### src/rtl/lstm_run_ctrl_if.sv
// lstm_run_ctrl_if
//   Bundles the host run/busy handshake and the per-channel compute signals
//   of lstm_run_ctrl.
//   master : host / compute-channel side (drives run, mask, done, limit)
//   slave  : the run controller (drives start, busy, done pulse, status)
//   Signals:
//     dut_xxx_run    run request
//     ch_enable      channel participation mask
//     ch_done        per-channel completion
//     timeout_limit  watchdog limit in cycles, 0 disables
//     ch_start       per-channel one-cycle start pulse
//     ch_busy        per-channel busy
//     dut_xxx_busy   run in progress
//     all_done       one-cycle end-of-run pulse
//     timeout_err    last run ended by watchdog
//     cycle_count    cycles spent in the current/last run
interface lstm_run_ctrl_if #(
   parameter int unsigned NUM_CH = 4,
   parameter int unsigned CNT_W  = 16
);
   logic                dut_xxx_run;
   logic [NUM_CH-1:0]   ch_enable;
   logic [NUM_CH-1:0]   ch_done;
   logic [CNT_W-1:0]    timeout_limit;
   logic [NUM_CH-1:0]   ch_start;
   logic [NUM_CH-1:0]   ch_busy;
   logic                dut_xxx_busy;
   logic                all_done;
   logic                timeout_err;
   logic [CNT_W-1:0]    cycle_count;

   modport master (
      output dut_xxx_run, ch_enable, ch_done, timeout_limit,
      input  ch_start, ch_busy, dut_xxx_busy, all_done, timeout_err, cycle_count
   );

   modport slave (
      input  dut_xxx_run, ch_enable, ch_done, timeout_limit,
      output ch_start, ch_busy, dut_xxx_busy, all_done, timeout_err, cycle_count
   );
endinterface

### src/rtl/lstm_run_ctrl.sv
// lstm_run_ctrl
//   Multi-channel run/busy controller for the LSTM datapath. Accepts a run
//   request in IDLE, pulses ch_start to every enabled channel, tracks which
//   channels are still pending, and ends the run when all have reported done
//   or the watchdog limit is reached. Reports the run length and whether the
//   last run timed out.
//   Ports:
//     clk    rising-edge clock
//     reset  synchronous, active-high
//     bus    lstm_run_ctrl_if slave modport (run/busy handshake, channel
//            start/busy/done, watchdog limit, status)
module lstm_run_ctrl #(
   parameter int unsigned NUM_CH = 4,
   parameter int unsigned CNT_W  = 16
) (
   input  logic             clk,
   input  logic             reset,
   lstm_run_ctrl_if.slave   bus
);

   typedef enum logic [1:0] {
      IDLE,
      START,
      RUN,
      FINISH
   } state_t;

   state_t              state_q, state_d;
   logic [NUM_CH-1:0]   pending_q, pending_d;
   logic [NUM_CH-1:0]   next_pending;
   logic [CNT_W-1:0]    cnt_q, cnt_d;
   logic [CNT_W-1:0]    cnt_inc;
   logic                terr_q, terr_d;

   always_ff @(posedge clk) begin
      if (reset) begin
         state_q   <= IDLE;
         pending_q <= '0;
         cnt_q     <= '0;
         terr_q    <= 1'b0;
      end else begin
         state_q   <= state_d;
         pending_q <= pending_d;
         cnt_q     <= cnt_d;
         terr_q    <= terr_d;
      end
   end

   always_comb begin
      state_d      = state_q;
      pending_d    = pending_q;
      cnt_d        = cnt_q;
      terr_d       = terr_q;
      next_pending = pending_q & ~bus.ch_done;
      // Saturating increment: the count sticks at all-ones on very long runs.
      cnt_inc      = (&cnt_q) ? cnt_q : cnt_q + 1'b1;

      unique case (state_q)
         IDLE: begin
            if (bus.dut_xxx_run) begin
               state_d   = START;
               pending_d = bus.ch_enable;
               cnt_d     = '0;
               terr_d    = 1'b0;
            end
         end
         START, RUN: begin
            pending_d = next_pending;
            cnt_d     = cnt_inc;
            // Completion is tested first so it wins a tie with the watchdog.
            if (next_pending == '0) begin
               state_d = FINISH;
            end else if ((bus.timeout_limit != '0) && (cnt_inc == bus.timeout_limit)) begin
               state_d = FINISH;
               terr_d  = 1'b1;
            end else begin
               state_d = RUN;
            end
         end
         FINISH: begin
            pending_d = '0;
            state_d   = IDLE;
         end
         default: begin
            state_d   = IDLE;
            pending_d = '0;
         end
      endcase
   end

   assign bus.ch_start     = (state_q == START) ? pending_q : '0;
   assign bus.ch_busy      = ((state_q == START) || (state_q == RUN)) ? pending_q : '0;
   assign bus.dut_xxx_busy = (state_q == START) || (state_q == RUN);
   assign bus.all_done     = (state_q == FINISH);
   assign bus.timeout_err  = terr_q;
   assign bus.cycle_count  = cnt_q;

endmodule

### src/flat_wrapper.sv
// flat-port wrapper written by rule: the top's interface ports become plain ports
module lstm_run_ctrl_flat 
#(
   parameter int unsigned NUM_CH = 4,
   parameter int unsigned CNT_W  = 16
)
  (clk, reset, bus_dut_xxx_run, bus_ch_enable, bus_ch_done, bus_timeout_limit, bus_ch_start, bus_ch_busy, bus_dut_xxx_busy, bus_all_done, bus_timeout_err, bus_cycle_count);
  lstm_run_ctrl_if #(.NUM_CH(NUM_CH), .CNT_W(CNT_W)) bus_i ();
  input  logic clk;
  input  logic reset;
  input wire logic [$bits(bus_i.dut_xxx_run)-1:0] bus_dut_xxx_run;
  input wire logic [$bits(bus_i.ch_enable)-1:0] bus_ch_enable;
  input wire logic [$bits(bus_i.ch_done)-1:0] bus_ch_done;
  input wire logic [$bits(bus_i.timeout_limit)-1:0] bus_timeout_limit;
  output wire logic [$bits(bus_i.ch_start)-1:0] bus_ch_start;
  output wire logic [$bits(bus_i.ch_busy)-1:0] bus_ch_busy;
  output wire logic [$bits(bus_i.dut_xxx_busy)-1:0] bus_dut_xxx_busy;
  output wire logic [$bits(bus_i.all_done)-1:0] bus_all_done;
  output wire logic [$bits(bus_i.timeout_err)-1:0] bus_timeout_err;
  output wire logic [$bits(bus_i.cycle_count)-1:0] bus_cycle_count;
  assign bus_i.dut_xxx_run = bus_dut_xxx_run;
  assign bus_i.ch_enable = bus_ch_enable;
  assign bus_i.ch_done = bus_ch_done;
  assign bus_i.timeout_limit = bus_timeout_limit;
  assign bus_ch_start = bus_i.ch_start;
  assign bus_ch_busy = bus_i.ch_busy;
  assign bus_dut_xxx_busy = bus_i.dut_xxx_busy;
  assign bus_all_done = bus_i.all_done;
  assign bus_timeout_err = bus_i.timeout_err;
  assign bus_cycle_count = bus_i.cycle_count;
  lstm_run_ctrl #(.NUM_CH(NUM_CH), .CNT_W(CNT_W)) u_core (.clk(clk), .reset(reset), .bus(bus_i));
endmodule
### config.mk
export PLATFORM = sky130hd
export DESIGN_NAME = lstm_run_ctrl_flat
export DESIGN_NICKNAME = d
export VERILOG_FILES = /design/src/rtl/lstm_run_ctrl_if.sv /design/src/rtl/lstm_run_ctrl.sv /design/src/flat_wrapper.sv
export SDC_FILE = /design/constraint.sdc
export NUM_CORES = 1
export LEC_CHECK = 0
export CAP_MARGIN = 40
export CELL_PAD_IN_SITES_DETAIL_PLACEMENT = 0
export CELL_PAD_IN_SITES_GLOBAL_PLACEMENT = 1
export CORE_MARGIN = 2
export CORE_UTILIZATION = 36
export CTS_BUF_LIST = sky130_fd_sc_hd__clkbuf_16
export CTS_CLUSTER_DIAMETER = 60
export CTS_CLUSTER_SIZE = 16
export DETAILED_ROUTE_END_ITERATION = 6
export PLACE_DENSITY_LB_ADDON = 0.08
export SLEW_MARGIN = 20
export SYNTH_ARGS = -nofsm -noshare
export SYNTH_HDL_FRONTEND = slang
export SYNTH_SLANG_ARGS = --single-unit
### constraint.sdc
create_clock -name clk -period 3.81 [get_ports clk]
set_input_delay 0.381 -clock clk [delete_from_list [all_inputs] [get_ports clk]]
set_output_delay 0.381 -clock clk [all_outputs]
set_load 0.05 [all_outputs]
; Yosys cells after proc, flatten, opt, wreduce, memory -nomap -nowiden
; Cells that the tools add are included.
[word_totals]
word_cells = 39
out_inout_bits = 27
input_bits = 27
regBits = 23
[op_classes]
eq_ne = 7
mux = 15
n_reduce_logical = 10
bitwise = 2
n_addsub = 1
[op_table]
columns = op, n
row1 = $mux 16, 2
row2 = $pmux 16 s2, 1
row3 = $add 16x1->16 const B, 1
row4 = $eq 16x16->1, 1
row5 = $reduce_and 16->1, 1
row6 = $reduce_bool 16->1, 1
row7 = $mux 4, 3
row8 = $pmux 4 s3, 1
row9 = $pmux 2 s3, 1
row10 = $and 4x4->4, 1
row11 = $eq 2x2->1 const B, 2
row12 = $logic_not 4->1, 1
row13 = $mux 1, 4
row14 = $mux 2, 2
row15 = $ne 2x2->1 const B, 2
row16 = $not 4->4, 1
row17 = $reduce_and 4->1, 1
row18 = $eq 2x1->1 const B, 1
row19 = $logic_not 2->1, 1
row20 = $ne 2x1->1 const B, 1
row21 = $pmux 1 s2, 1
row22 = $reduce_and 2->1, 1
row23 = $reduce_bool 2->1, 1
row24 = $reduce_or 2->1, 1
row25 = other kinds (2), 2

; Longest topological paths before layout
[depth]
word_depth = 7
mapped_depth = 9
depth_no_buf = 8

; Least setup slack after synthesis
; No wires, ideal clock.
[synth_timing]
kind = register to register
from = reg u_core.cnt_q[0] (netlist: u_core.bus.cycle_count[0])
to = reg u_core.state_q[0]
synth_period_minus_slack_ns = 3.228
path_slack_ns = 0.582
setup_time_ns = 0.079
path_stages_with_launch = 9
n_path_buf = 0
t_arrival_ns = 3.148
required_time_ns = 3.731
cell_sequence = dfxtp_1 > ha_1 > nand3_4 > or4_4 > xnor2_2 > or3_2 > a2111oi_4 > o2111ai_2 > a211oi_2
[synth_via]
elab_chain_cells = 7
word_cells_on_any_way = 8
classes_between = 1 x add/sub / 1 x eq/ne / 4 x mux / 2 x reduce/logical
[synth_rtl]
columns = element, line
row1 = "start, declared", lstm_run_ctrl.sv:31  ; logic [CNT_W-1:0] cnt_q, cnt_d;
row2 = "start signal, assigned", lstm_run_ctrl.sv:44  ; cnt_q <= cnt_d;
row3 = $add 16x1->16 / $reduce_and 16->1 (equally long branches), lstm_run_ctrl.sv:56  ; cnt_inc = (&cnt_q) ? cnt_q : cnt_q + 1'b1;
row4 = $mux 16 *, lstm_run_ctrl.sv:56
row5 = $eq 16x16->1 *, lstm_run_ctrl.sv:73  ; end else if ((bus.timeout_limit != '0) && (cnt_inc == bus.timeout_limit)) begin
row6 = $logic_and 1x1->1 *, lstm_run_ctrl.sv:73
row7 = $mux 1 *, lstm_run_ctrl.sv:73
row8 = $mux 2 *, lstm_run_ctrl.sv:71  ; if (next_pending == '0) begin
row9 = $pmux 2 s3 *, lstm_run_ctrl.sv:58  ; unique case (state_q)
row10 = "end signal, assigned", lstm_run_ctrl.sv:42  ; state_q <= state_d;
row11 = "end, declared", lstm_run_ctrl.sv:28  ; state_t state_q, state_d;
; Every way passes the cells marked *; elsewhere a longest branch is shown, timed or not.
; A chain may end at the register's enable or synchronous reset.

; Worst setup path after layout
; Same ends and word-level chain as after synthesis.

==> out/summary.md <==
The tools report the total number of H-tree levels as 1. The routed wire length per instance came out at 17.2 um. The initialized floorplan defines 27 standard-cell rows.

Critical path class: flop to flop. The design draws 877 uW. The fraction of the cycle the final worst path needs is 80.8%. STA classifies the critical path endpoint as a flop. Setup repair after global routing left no endpoint under its margin.

Wire segments on met2 add up to 2.87 mm in the final route. For the placeable core region, the log shows 5570 um2. In this run the mean area of a mapped cell was 7.86 um2. The logs give 21.5% for the global routing usage summed across all routing layers and 0.927 for the global placer's final weighted congestion. Clock-pin slew was measured on the worst setup and hold paths at 0.07 ns. The number of antenna violations at the first check in global routing is 0, and the worst path arrival time is 3.26 ns. For this run, asynchronously set or reset flops after synthesis account for 0%. After legalization and detailed placement, the total HPWL measured 4.97 mm. The clock drives 23 sinks. Excluding fillers, the count of instances in the completed layout stands at 381.

The number of cells on the worst reg-to-reg path is 8. The slew at the pin closest to its max-slew limit works out to 0.681 ns. The largest net degree at the start of global routing is 19. When the netlist entered floorplanning its net count stood at 298. Final net count: 341. After routing, the total negative slack on setup checks comes to 0 ns. Along the worst path, the maximum fanout reaches 7.

After filler insertion, the fill cell instance count of the layout stands at 576. The run gives 0.916 nW as the leakage power of the design. The first global-routing pass estimated 10.7 mm of wire. The run gives 0 as the count of max-cap constraint violations.

In this run the cell area of the synthesized design comes to 2100 um2. Most used flip-flop cell after synthesis: dfxtp_1. For the final database, setup skew stands at 0.00198 ns. For this run the aggregate overflow at the end of global routing stands at 0. Hold timing on the final database bottoms out at a slack of 0.490 ns. The die height was 80.4 um.

The run finished with clean final reports. The DRC marker count from the first detailed-route iteration was 126; the overall die width was 80.4 um. The routed wire length on met3 is 352 um, and the utilization of the core after routing is 48.2%. The clock latency of the later-clocked register in the worst-skew pair is 0.26 ns, and the max-slew violation total from the final report is 0.

Sequential cells were found to cover 21.9% of the synthesized design area. Power spread over the standard cell area amounts to 326 nW/um2. The number of warnings issued by yosys is 0, and the DRC violations left is 0.

In this run the post-CTS setup repair buffer count came out at 0. The ratio of routed vias to standard cells is 5.70, and the unique cell type count in the Yosys netlist is 59. The synthesized design contains 0 enable-type register cells.

The logs give 0 for the final-report hold violation count and 0 for the total setup violations reported at the end of the flow. Once detail routing completed, the nets flagged for antenna violations numbered 0. In this run the tightest slew margin relative to its limit is 54.3%. The minimum clock period after layout was 3.08 ns; the number of antenna cells inserted was 0. After clock tree synthesis, the flow added hold-fix buffers numbering 0. The number of global-route vias before repair is 2050, and the top-level port count is 54. The logs give 0.325 GHz for the maximum clock frequency and 3 for the number of buffers inserted during clock tree synthesis.

The root buffer cell chosen for the clock tree is clkbuf_16. The first detailed-routing pass ran for 4 iterations. The cell count after synthesis came out at 267. The run gives 6.57 mm as the final wirelength. TritonCTS built the clock tree. The longest clock path from root to sink contains 2 buffers. For this block, wires on met1 add up to 3.22 mm. Input and output buffers added on the ports amount to 53. After detailed routing, no signal wire sits above met4. Counting flops and latches in the post-synthesis netlist gives 23.

The routed layout has 2170 vias. At the worst endpoint, the required time is 4.00 ns. For the worst voltage drop across the vdd grid, the log shows 0.182 mV. Worst hold path cell count: 2. The cell total after placement was 377. The floorplan step defined a die boundary enclosing 6460 um2. Compared with the post-synthesis result, the final layout area differs by 27.9%.

For the starting density of the core, the log shows 37.7%. The share of cells above drive strength 1 works out to 6.80%. The tightest min-delay check is of the flop to flop type.

The tools report the kind of start point of the critical path as a flop. Number of cells upsized or downsized after cts: 0.
kinds of logic (layout without fill, tap and decap cells):
family | after synthesis | after routing | share of synthesized area (%)
and+or+nand+nor | 122 | 122 | 34.6
AOI/OAI and AO/OA | 72 | 72 | 23.6
buffers and inverters | 26 | 68 | 7.99
DFF | 23 | 23 | 21.9
xor gates and xnor gates | 17 | 17 | 8.11
adders and majority gates | 4 | 4 | 2.38
muxes | 3 | 3 | 1.43
area by class of cell:
cell class | count | area, um2 | area share, %
multi-input cells | 218 | 1470 | 54.8
repair buffers | 54 | 546 | 20.3
flip-flops and latches | 23 | 460 | 17.1
well taps | 72 | 90.1 | 3.36
clock buffers | 3 | 75.1 | 2.80
inverters | 10 | 37.5 | 1.40
clock inverters | 1 | 5.00 | 0.186
where the power goes:
group          switching (mW)  internal [mW]  total, mW
sequential             0.0165          0.254      0.270
combinational           0.237          0.127      0.364
clock                   0.101          0.142      0.243
sequential cells by signal, indices dropped and copies added, names as in the netlist:
name / flops
u_core.state_q: 2
u_core.bus.cycle_count: 16
u_core.pending_q: 4
u_core.bus.timeout_err: 1
final timing paths:
kind | start | slack [ns] | end
setup / recovery | u_core.bus.cycle_count[0] | 0.73 | u_core.state_q[0]
setup reg to reg | u_core.bus.cycle_count[0] | 0.73 | u_core.state_q[0]
hold / removal | u_core.state_q[1] | 0.49 | u_core.state_q[1]
hold reg to reg | u_core.state_q[1] | 0.49 | u_core.state_q[1]
per-stage QoR:
step           cell area (um2)  worst slack [ns]
2_1_floorplan             2100             0.582
3_3_place_gp              2590             0.810
3_5_place_dp              2610             0.749
4_1_cts                   2690             0.735
5_1_grt                   2690             0.559
6_report                  2690             0.732
worst max-delay path: stages (launching register included):
cell,delay [ns]
dfxtp_1,0.46
ha_1,0.35
nand3_4,0.16
or4_4,0.62
xnor2_2,0.16
or3_2,0.45
a2111oi_4,0.38
o2111ai_2,0.18
a211oi_2,0.24
cells in the mapped netlist (5+ instances only):
master    count  area (um2)
nor4_1        8        50.1
xnor2_1       8        70.1
a21oi_1      19        95.1
a32oi_1       5        43.8
o21ai_0      20         100
nor3_1        8        40.0
xor2_1        7        61.3
inv_1        10        37.5
and2_1       12        75.1
dfxtp_1      23         460
nand4_1       9        56.3
and3_1        5        31.3
clkbuf_1      5        18.8
nand2_1      20        75.1
nor2_1       24        90.1
nand3_1       9        45.0
routing by layer:
metal  up-vias  global-route usage [%]
li1       1093                       -
met1       994                    31.4
met2        71                    32.8
met3        12                    3.26
met4         0                    5.25
met5         -                       0
layout by cell type (no fill, tap or decap), drive strengths merged, types with 5 or more instances in the layout:
cell type	instances
nor4	11
inv	10
dfxtp	23
xnor2	9
a21oi	19
xor2	7
and4	5
and2	12
nand4	12
nand3	10
clkdlybuf4s50	53
nand2	20
a32oi	5
nor3	8
o21ai	21
nor2	24
and3	5
Power figures use the tool's default switching activity.
